File: config.mk
export PLATFORM = sky130hd
export DESIGN_NAME = flash_key_cmd_seq_flat
export DESIGN_NICKNAME = d
export VERILOG_FILES = /design/src/rtl/flash_key_cmd_seq_if.sv /design/src/rtl/flash_key_cmd_seq.sv /design/src/flat_wrapper.sv
export SDC_FILE = /design/constraint.sdc
export NUM_CORES = 1
export LEC_CHECK = 0
export ABC_AREA = 1
export BUFFER_PORTS_ARGS = -buffer_cell sky130_fd_sc_hd__buf_4
export CORE_ASPECT_RATIO = 1.2
export CORE_MARGIN = 4
export CORE_UTILIZATION = 45
export CTS_CLUSTER_DIAMETER = 150
export CTS_CLUSTER_SIZE = 14
export DETAILED_ROUTE_END_ITERATION = 8
export HOLD_SLACK_MARGIN = 0.05
export PLACE_DENSITY = 0.67
export SETUP_SLACK_MARGIN = 0.05
export SYNTH_ARGS = -nofsm -noshare
export SYNTH_HDL_FRONTEND = slang
export SYNTH_SLANG_ARGS = --single-unit
File: constraint.sdc
create_clock -name clk -period 1.9 [get_ports clk]
set_input_delay 0.475 -clock clk [delete_from_list [all_inputs] [get_ports clk]]
set_output_delay 0.475 -clock clk [all_outputs]
set_load 0.005 [all_outputs]
File: src/rtl/flash_key_cmd_seq_if.sv
// Byte-level SPI master handshake between the key command sequencer and the SPI byte master.
// master: sequencer side (drives tx bytes, receives rx bytes); slave: SPI byte master side.
interface flash_key_cmd_seq_if;
  logic       tx_valid;
  logic [7:0] tx_data;
  logic       tx_last;
  logic       tx_ready;
  logic       rx_valid;
  logic [7:0] rx_data;

  modport master (
    output tx_valid, tx_data, tx_last,
    input  tx_ready, rx_valid, rx_data
  );

  modport slave (
    input  tx_valid, tx_data, tx_last,
    output tx_ready, rx_valid, rx_data
  );
endinterface

File: src/rtl/flash_key_cmd_seq.sv
// SPI-flash operation sequencer driven by debounced key pulses (read / page program / sector erase).
// Latches key requests, runs one op at a time (priority SE > WR > RD) and emits
// byte frames to an SPI byte master, one tx/rx handshake per byte.
// Optional build macro: POLL_TIMEOUT_EN -- bounds RDSR polling to POLL_MAX frames and raises err.
module flash_key_cmd_seq #(
  parameter int unsigned PAGE_BYTES = 16,
  parameter logic [7:0]  DATA_SEED  = 8'hA5,
  parameter int unsigned POLL_MAX   = 1000000
) (
  input  logic                        clk,
  input  logic                        reset_n,
  input  logic                        key_rd,
  input  logic                        key_wr,
  input  logic                        key_se,
  input  logic [23:0]                 flash_addr,
  flash_key_cmd_seq_if.master         spi,
  output logic [7:0]                  rd_data,
  output logic                        rd_valid,
  output logic                        busy,
  output logic                        done,
  output logic                        err
);

  if (PAGE_BYTES < 1 || PAGE_BYTES > 256) begin : g_bad_page_bytes
    $error("PAGE_BYTES must be in 1..256");
  end
  if (POLL_MAX < 1) begin : g_bad_poll_max
    $error("POLL_MAX must be at least 1");
  end

  typedef enum logic [2:0] {
    S_IDLE,
    S_WREN,
    S_CMD,
    S_WAIT_RX,
    S_POLL,
    S_POLL_CHK,
    S_DONE
  } state_t;

  typedef enum logic [1:0] {
    OP_RD,
    OP_WR,
    OP_SE
  } op_t;

  // Index of the final byte of a RD/WR command frame (opcode + 3 address bytes + data).
  localparam logic [8:0] CMD_LAST_DATA = 9'(3 + PAGE_BYTES);

  // Pending request bits: [2]=SE, [1]=WR, [0]=RD.
  logic [2:0]  pend_q, pend_d, pend_clr;
  logic [2:0]  keys;

  state_t      state_q, state_d;
  state_t      ret_q, ret_d;       // frame state to resume after the rx byte returns
  op_t         op_q, op_d;
  logic [23:0] addr_q, addr_d;
  logic [8:0]  cnt_q, cnt_d;       // byte index within the current frame
  logic        wip_q, wip_d;       // last RDSR status bit 0

  logic        tx_valid_d, tx_last_d;
  logic [7:0]  tx_data_d;
  logic [7:0]  rd_data_d;
  logic        rd_valid_d, busy_d, done_d, err_d;

  logic [7:0]  nxt_byte;
  logic        nxt_last;
  logic [8:0]  cmd_last;

`ifdef POLL_TIMEOUT_EN
  localparam int unsigned POLL_CNT_W = $clog2(POLL_MAX + 1);
  logic [POLL_CNT_W-1:0] poll_cnt_q, poll_cnt_d;
`endif

  assign keys = {key_se, key_wr, key_rd};

  // Next-state, next-output and pending-flag logic.
  always_comb begin
    state_d    = state_q;
    ret_d      = ret_q;
    op_d       = op_q;
    addr_d     = addr_q;
    cnt_d      = cnt_q;
    wip_d      = wip_q;
    tx_valid_d = spi.tx_valid;
    tx_data_d  = spi.tx_data;
    tx_last_d  = spi.tx_last;
    rd_data_d  = rd_data;
    rd_valid_d = 1'b0;
    busy_d     = busy;
    done_d     = 1'b0;
    err_d      = err;
    pend_clr   = '0;
`ifdef POLL_TIMEOUT_EN
    poll_cnt_d = poll_cnt_q;
`endif

    cmd_last = (op_q == OP_SE) ? 9'd3 : CMD_LAST_DATA;

    // Byte the current frame state would present next.
    nxt_byte = '0;
    nxt_last = 1'b0;
    case (state_q)
      S_WREN: begin
        nxt_byte = 8'h06;
        nxt_last = 1'b1;
      end
      S_POLL: begin
        nxt_byte = (cnt_q == 9'd0) ? 8'h05 : 8'h00;
        nxt_last = (cnt_q != 9'd0);
      end
      S_CMD: begin
        case (cnt_q)
          9'd0: begin
            case (op_q)
              OP_SE:   nxt_byte = 8'hD8;
              OP_WR:   nxt_byte = 8'h02;
              default: nxt_byte = 8'h03;
            endcase
          end
          9'd1:    nxt_byte = addr_q[23:16];
          9'd2:    nxt_byte = addr_q[15:8];
          9'd3:    nxt_byte = addr_q[7:0];
          default: nxt_byte = (op_q == OP_WR) ? DATA_SEED + (cnt_q[7:0] - 8'd4) : 8'h00;
        endcase
        nxt_last = (cnt_q == cmd_last);
      end
      default: ;
    endcase

    case (state_q)
      S_IDLE: begin
        if (|pend_q) begin
          addr_d = flash_addr;
          cnt_d  = '0;
          busy_d = 1'b1;
          err_d  = 1'b0;
`ifdef POLL_TIMEOUT_EN
          poll_cnt_d = '0;
`endif
          if (pend_q[2]) begin
            op_d        = OP_SE;
            pend_clr[2] = 1'b1;
            state_d     = S_WREN;
          end else if (pend_q[1]) begin
            op_d        = OP_WR;
            pend_clr[1] = 1'b1;
            state_d     = S_WREN;
          end else begin
            op_d        = OP_RD;
            pend_clr[0] = 1'b1;
            state_d     = S_CMD;
          end
        end
      end

      S_WREN, S_CMD, S_POLL: begin
        if (!spi.tx_valid) begin
          tx_valid_d = 1'b1;
          tx_data_d  = nxt_byte;
          tx_last_d  = nxt_last;
        end else if (spi.tx_ready) begin
          tx_valid_d = 1'b0;
          ret_d      = state_q;
          state_d    = S_WAIT_RX;
        end
      end

      // tx_last still holds the flag of the byte just accepted, so it marks frame end here.
      S_WAIT_RX: begin
        if (spi.rx_valid) begin
          if (ret_q == S_CMD && op_q == OP_RD && cnt_q >= 9'd4) begin
            rd_data_d  = spi.rx_data;
            rd_valid_d = 1'b1;
          end
          if (spi.tx_last) begin
            cnt_d = '0;
            case (ret_q)
              S_WREN:  state_d = S_CMD;
              S_CMD:   state_d = (op_q == OP_RD) ? S_DONE : S_POLL;
              default: begin
                wip_d   = spi.rx_data[0];
                state_d = S_POLL_CHK;
`ifdef POLL_TIMEOUT_EN
                poll_cnt_d = poll_cnt_q + POLL_CNT_W'(1);
`endif
              end
            endcase
          end else begin
            cnt_d   = cnt_q + 9'd1;
            state_d = ret_q;
          end
        end
      end

      S_POLL_CHK: begin
        if (!wip_q) begin
          state_d = S_DONE;
        end else begin
`ifdef POLL_TIMEOUT_EN
          if (poll_cnt_q == POLL_CNT_W'(POLL_MAX)) begin
            err_d   = 1'b1;
            state_d = S_DONE;
          end else begin
            state_d = S_POLL;
          end
`else
          state_d = S_POLL;
`endif
        end
      end

      S_DONE: begin
        done_d  = 1'b1;
        busy_d  = 1'b0;
        state_d = S_IDLE;
      end

      default: state_d = S_IDLE;
    endcase

    // A key for an op already pending is dropped; clearing wins over a same-cycle key.
    pend_d = (pend_q & ~pend_clr) | (keys & ~pend_q);
  end

  // State and registered outputs with asynchronous active-low reset.
  always_ff @(posedge clk or negedge reset_n) begin
    if (!reset_n) begin
      state_q      <= S_IDLE;
      ret_q        <= S_IDLE;
      op_q         <= OP_RD;
      addr_q       <= '0;
      cnt_q        <= '0;
      wip_q        <= 1'b0;
      pend_q       <= '0;
      spi.tx_valid <= 1'b0;
      spi.tx_data  <= '0;
      spi.tx_last  <= 1'b0;
      rd_data      <= '0;
      rd_valid     <= 1'b0;
      busy         <= 1'b0;
      done         <= 1'b0;
      err          <= 1'b0;
`ifdef POLL_TIMEOUT_EN
      poll_cnt_q   <= '0;
`endif
    end else begin
      state_q      <= state_d;
      ret_q        <= ret_d;
      op_q         <= op_d;
      addr_q       <= addr_d;
      cnt_q        <= cnt_d;
      wip_q        <= wip_d;
      pend_q       <= pend_d;
      spi.tx_valid <= tx_valid_d;
      spi.tx_data  <= tx_data_d;
      spi.tx_last  <= tx_last_d;
      rd_data      <= rd_data_d;
      rd_valid     <= rd_valid_d;
      busy         <= busy_d;
      done         <= done_d;
      err          <= err_d;
`ifdef POLL_TIMEOUT_EN
      poll_cnt_q   <= poll_cnt_d;
`endif
    end
  end

endmodule
File: src/flat_wrapper.sv
// flat-port wrapper written by rule: the top's interface ports become plain ports
module flash_key_cmd_seq_flat 
#(
  parameter int unsigned PAGE_BYTES = 16,
  parameter logic [7:0]  DATA_SEED  = 8'hA5,
  parameter int unsigned POLL_MAX   = 1000000
)
  (clk, reset_n, key_rd, key_wr, key_se, flash_addr, rd_data, rd_valid, busy, done, err, spi_tx_valid, spi_tx_data, spi_tx_last, spi_tx_ready, spi_rx_valid, spi_rx_data);
  flash_key_cmd_seq_if spi_i ();
  input  logic clk;
  input  logic reset_n;
  input  logic key_rd;
  input  logic key_wr;
  input  logic key_se;
  input  logic [23:0] flash_addr;
  output logic [7:0] rd_data;
  output logic rd_valid;
  output logic busy;
  output logic done;
  output logic err;
  output wire logic [$bits(spi_i.tx_valid)-1:0] spi_tx_valid;
  output wire logic [$bits(spi_i.tx_data)-1:0] spi_tx_data;
  output wire logic [$bits(spi_i.tx_last)-1:0] spi_tx_last;
  input wire logic [$bits(spi_i.tx_ready)-1:0] spi_tx_ready;
  input wire logic [$bits(spi_i.rx_valid)-1:0] spi_rx_valid;
  input wire logic [$bits(spi_i.rx_data)-1:0] spi_rx_data;
  assign spi_tx_valid = spi_i.tx_valid;
  assign spi_tx_data = spi_i.tx_data;
  assign spi_tx_last = spi_i.tx_last;
  assign spi_i.tx_ready = spi_tx_ready;
  assign spi_i.rx_valid = spi_rx_valid;
  assign spi_i.rx_data = spi_rx_data;
  flash_key_cmd_seq #(.PAGE_BYTES(PAGE_BYTES), .DATA_SEED(DATA_SEED), .POLL_MAX(POLL_MAX)) u_core (.clk(clk), .reset_n(reset_n), .key_rd(key_rd), .key_wr(key_wr), .key_se(key_se), .flash_addr(flash_addr), .spi(spi_i), .rd_data(rd_data), .rd_valid(rd_valid), .busy(busy), .done(done), .err(err));
endmodule
# ---- After elaboration in Yosys (flattened, before gate mapping)
# Cells that the tools add are included.
dict set report totals {
  out_inout_bits 22
  wordCells 100
  ff_bits 66
}
dict set report op_classes {
  n_addsub 3
  bitwise_logic 7
  n_reduce_logical 19
  n_mux 38
  n_eq_ne 18
  n_lt_le_gt_ge 1
}
# op count
set op_table {}
lappend op_table {{$pmux 8 s4} 1}
lappend op_table {{$mux 3} 9}
lappend op_table {{$mux 9} 3}
lappend op_table {{$pmux 8 s3} 1}
lappend op_table {{$eq 9x2->1 const B} 2}
lappend op_table {{$pmux 9 s2} 1}
lappend op_table {{$pmux 8 s2} 1}
lappend op_table {{$pmux 3 s4} 1}
lappend op_table {{$mux 1} 11}
lappend op_table {{$mux 2} 5}
lappend op_table {{$add 9x1->9 const B} 1}
lappend op_table {{$eq 3x2->1 const B} 3}
lappend op_table {{$eq 3x3->1 const B} 3}
lappend op_table {{$eq 9x1->1 const B} 1}
lappend op_table {{$eq 9x9->1} 1}
lappend op_table {{$ge 9x3->1 const B} 1}
lappend op_table {{$logic_not 9->1} 1}
lappend op_table {{$reduce_and 3->1} 3}
lappend op_table {{$reduce_bool 9->1} 1}
lappend op_table {{$add 8x8->8 const A} 1}
lappend op_table {{$mux 8} 1}
lappend op_table {{$reduce_and 4->1} 2}
lappend op_table {{$sub 8x3->8 const B} 1}
lappend op_table {{$and 3x3->3} 2}
lappend op_table {{19 further kinds} 29}

# ---- Longest topological paths before layout
dict set report depth {
  ltp_word 7
  ltp_mapped 13
  ltp_nobuf 13
}

# ---- Worst setup path after synthesis
# OpenSTA, ideal clock, no wires.
dict set report synth_path {
  path_type {register to register}
  from {reg u_core.cnt_q[0]}
  to {reg u_core.spi.tx_data[7]}
  synth_period_minus_slack_ns 1.515
  t_required_ns 1.783
  setup_time_ns 0.117
  arrival_ns 1.399
  path_slack_ns 0.385
  stages_incl_launch_ff 14
  cell_sequence {dfrtp_1 > inv_1 > ha_1 > inv_1 > nor2_1 > nand2_1 > nor2_4 > nor2_4 > nand3_4 > inv_2 > nand3_2 > nand2_1 > nand2_1 > nand2_1}
}
dict set report synth_via {
  elab_chain_cells 5
}
# element line_no
set synth_rtl {}
lappend synth_rtl {{from (decl)} flash_key_cmd_seq.sv:58} ;# logic [8:0] cnt_q, cnt_d;
lappend synth_rtl {{from (signal assigned)} flash_key_cmd_seq.sv:252} ;# cnt_q <= cnt_d;
lappend synth_rtl {{$sub 8x3->8} flash_key_cmd_seq.sv:124} ;# default: nxt_byte = (op_q == OP_WR) ? DATA_SEED + (cnt_q[7:0] - 8'd4) : 8'h00;
lappend synth_rtl {{$add 8x8->8} flash_key_cmd_seq.sv:124}
lappend synth_rtl {{$mux 8} flash_key_cmd_seq.sv:124}
lappend synth_rtl {{$pmux 8 s4 *} flash_key_cmd_seq.sv:113} ;# case (cnt_q)
lappend synth_rtl {{$pmux 8 s3 *} flash_key_cmd_seq.sv:103} ;# case (state_q)
lappend synth_rtl {{to (signal assigned)} flash_key_cmd_seq.sv:256} ;# spi.tx_data <= tx_data_d;
lappend synth_rtl {{to (decl)} flash_key_cmd_seq_if.sv:12} ;# output tx_valid, tx_data, tx_last,
# Every way passes the cells marked *; elsewhere a longest branch is shown, timed or not.
# A chain may end at the register's enable or synchronous reset.

# ---- Final worst setup path
# Ends and elaborated chain as after synthesis.

==> summary.txt <==
area share of the largest cell type after synthesis: 0.4640
critical path arrival: 1.93 ns
CP endpoint kind: flop
Cell Count, Final, Fillers Out: 611
worst slack, placed: 0.1806 ns
worst skew pair latency: 0.35 ns
mux share of post-synthesis cell area: 0
# Post-CTS Setup Buffers: 0
Synth Area in Compound Gates: 0.07873
area delta synth->final: 21.30%
RSZ-0062 raised after global routing: no
# DRC: 0
CTS Sinks: 66
register area share after synthesis: 0.4640
WL/cell: 13.62 um
Synth area leader: dfrtp_1
IO buf count: 59
CTS tree: done
largest net degree at the start of global routing: 36
pwr/cell area: 1489 nW/um^2
gpl congestion: 0.9087
drt initial violations: 139
post-synth cell types: 40
top cells by area, synth: dfrtp_1, nand2_1, inv_1
layout net count: 561
min Tclk post-route: 1.649 ns
DP Cell Count: 595
Worst-path clk slew: 0.07 ns
mapped cell area: 3560 sq um
status: finished, final reports clean
min-delay worst type: in -> async
largest family of logic cells by synthesized area: simple AND/OR/NAND/NOR gates
Total Power: 6.430 mW
Post-synth EDFFs: 0
P_leak: 2.281 nW
worst clock skew: 0.01197 ns
Via Count: 3068
Die Y: 105.4 um
post-synthesis adder-cell area fraction: 0.02812
commonest non-fill, non-tap cell in the layout: nand2_1
hold violation total from the final report: 0
most frequent cells in the layout: nand2_1, dfrtp_1, buf_4
Setup violations, final: 0
fmax: 606.4 MHz
Final Util: 0.5602
total of fill cells in the finished design: 746
Post-Syn Nets: 496
top_reg_cell synth: dfrtp_1
CORE AREA: 7707 sq um
cell count after synthesis: 449
diode count: 0
antenna violations before repair: 0
Max Slew Vio Count: 0
die width: 89.19 um
number of global-route vias before repair: 2991
vias per cell: 5.021
gr ovfl total: 0
layout cells sized above 1: 0.2447
Post-synth ARST share: 1.000
CTS max path bufs: 2
critical path launch point type: flop
cts bufs inserted: 9
fin crit share: 0.8679
Detailed Routing Iterations Pass 1: 4
Initial Util: 0.4619
io pins: 61
Antenna Violating Nets Remaining: 0
CP max FO: 6
simple-gate area share of the yosys netlist: 0.3476
Req. time, crit path: 2.18 ns
die footprint: 9403 sq um
setup tns final: 0 ns
xor/xnor share of the synthesized area: 0.007381
number of max-cap violations: 0
final worst setup slack: 0.2510 ns
Max VDD drop: 0.8159 mV
gr usage total: 0.1915
dpl hpwl: 6.556 mm
Setup Crit Path Kind: reg -> reg
Detailed Route WL: 8.321 mm
Syn Area/Cell: 7.928 sq um
Rows: 35
Yosys reg bits: 66
first-pass GRT wire length: 14.08 mm
warnings from Yosys: 0
H-tree depth: 3
CTS Root Buffer Type: clkbuf_8
## registers in the layout, summed over array words and instances, names as in the netlist, 2 cells and up
name and count:
u_core.cnt_q 9, u_core.op_q 2, u_core.addr_q 24, u_core.rd_data 8, u_core.spi.tx_data 8, u_core.pend_q 3, u_core.ret_q 3, u_core.state_q 3
## cell type report
type | instances | area (sq um) | area share
flip-flops and latches | 66 | 1652 | 0.3825
multi-input cells | 321 | 1648 | 0.3816
repair buffers | 63 | 485.5 | 0.1124
inverters | 53 | 200.2 | 0.04636
clock buffers | 10 | 127.6 | 0.02956
well taps | 92 | 115.1 | 0.02666
clock inverters | 6 | 90.09 | 0.02086
## cell families after synthesis
logic type	count (synthesis)
xor gates and xnor gates	3
AOI/OAI and AO/OA	45
DFF	66
adders and majority gates	8
and+or+nand+nor	264
other	1
buffers and inverters	62
## timing repair
action / in CTS / in global routing
resized for setup: 0 / 2
hold buffers: 0 / 0
endpoints found under the setup margin: 0 / 6
## layer usage
metal	global-route usage	vias to the layer above	wire, um
li1	-	1551	-
met5	0	-	0
met4	0.07234	0	168
met1	0.2568	1442	3699
met2	0.3030	61	4103
met3	0.03675	14	349
## synthesized netlist by cell type, drive strengths merged (2+ instances only)
cell type and number:
inv 52, nand3 28, ha 8, xor2 2, o22ai 9, o21ai 20, buf 9, o21bai 2
nand4 7, nor2 40, nand2 178, dfrtp 66, nor3 8, a21oi 8, o211ai 2
## per-stage QoR
step / hold slack (ns) / cell area, sq um
finish: 0.06370 / 4318
global route: 0.1022 / 4318
CTS: 0.07658 / 4318
detailed placement: 0.4515 / 4100
global placement: 0.4453 / 4100
floorplan: 0.1794 / 3560
## report_power, final
part / total, mW / switching, mW / leakage [nW] / internal [mW]
Sequential: 2.29 / 0.373 / 0.835 / 1.92
Clock: 1.30 / 0.557 / 0.107 / 0.744
Combinational: 2.84 / 1.79 / 1.34 / 1.05
Total: 6.43 / 2.72 / 2.28 / 3.71
## final timing paths
kind,start,depth (start not counted),slack (ns),endpoint
min,reset_n,1,0.06,u_core.rd_data[0]$_DFFE_PN0P_
min reg2reg,u_core.addr_q[0]$_DFFE_PN0P_,2,0.48,u_core.addr_q[0]$_DFFE_PN0P_
max reg2reg,u_core.cnt_q[0]$_DFFE_PN0P_,12,0.25,u_core.spi.tx_data[7]$_DFFE_PN0P_
max,u_core.cnt_q[0]$_DFFE_PN0P_,12,0.25,u_core.spi.tx_data[7]$_DFFE_PN0P_
max in group asynchronous,reset_n,2,1.32,u_core.addr_q[1]$_DFFE_PN0P_
min in group clk,spi_rx_data[3],3,0.32,u_core.rd_data[3]$_DFFE_PN0P_
## worst max-delay path, cell delays in order, from the launching register on
cell and delay [ns]:
dfrtp_1 0.41, inv_2 0.14, ha_1 0.16, inv_1 0.04, nor2_1 0.07, nand2_1 0.11
nor2_4 0.17, nand2_1 0.15, o211ai_1 0.13, nor2_1 0.06, nand2_1 0.05, nand2_1 0.04
nand2_1 0.06
Power figures use the tool's default switching activity.
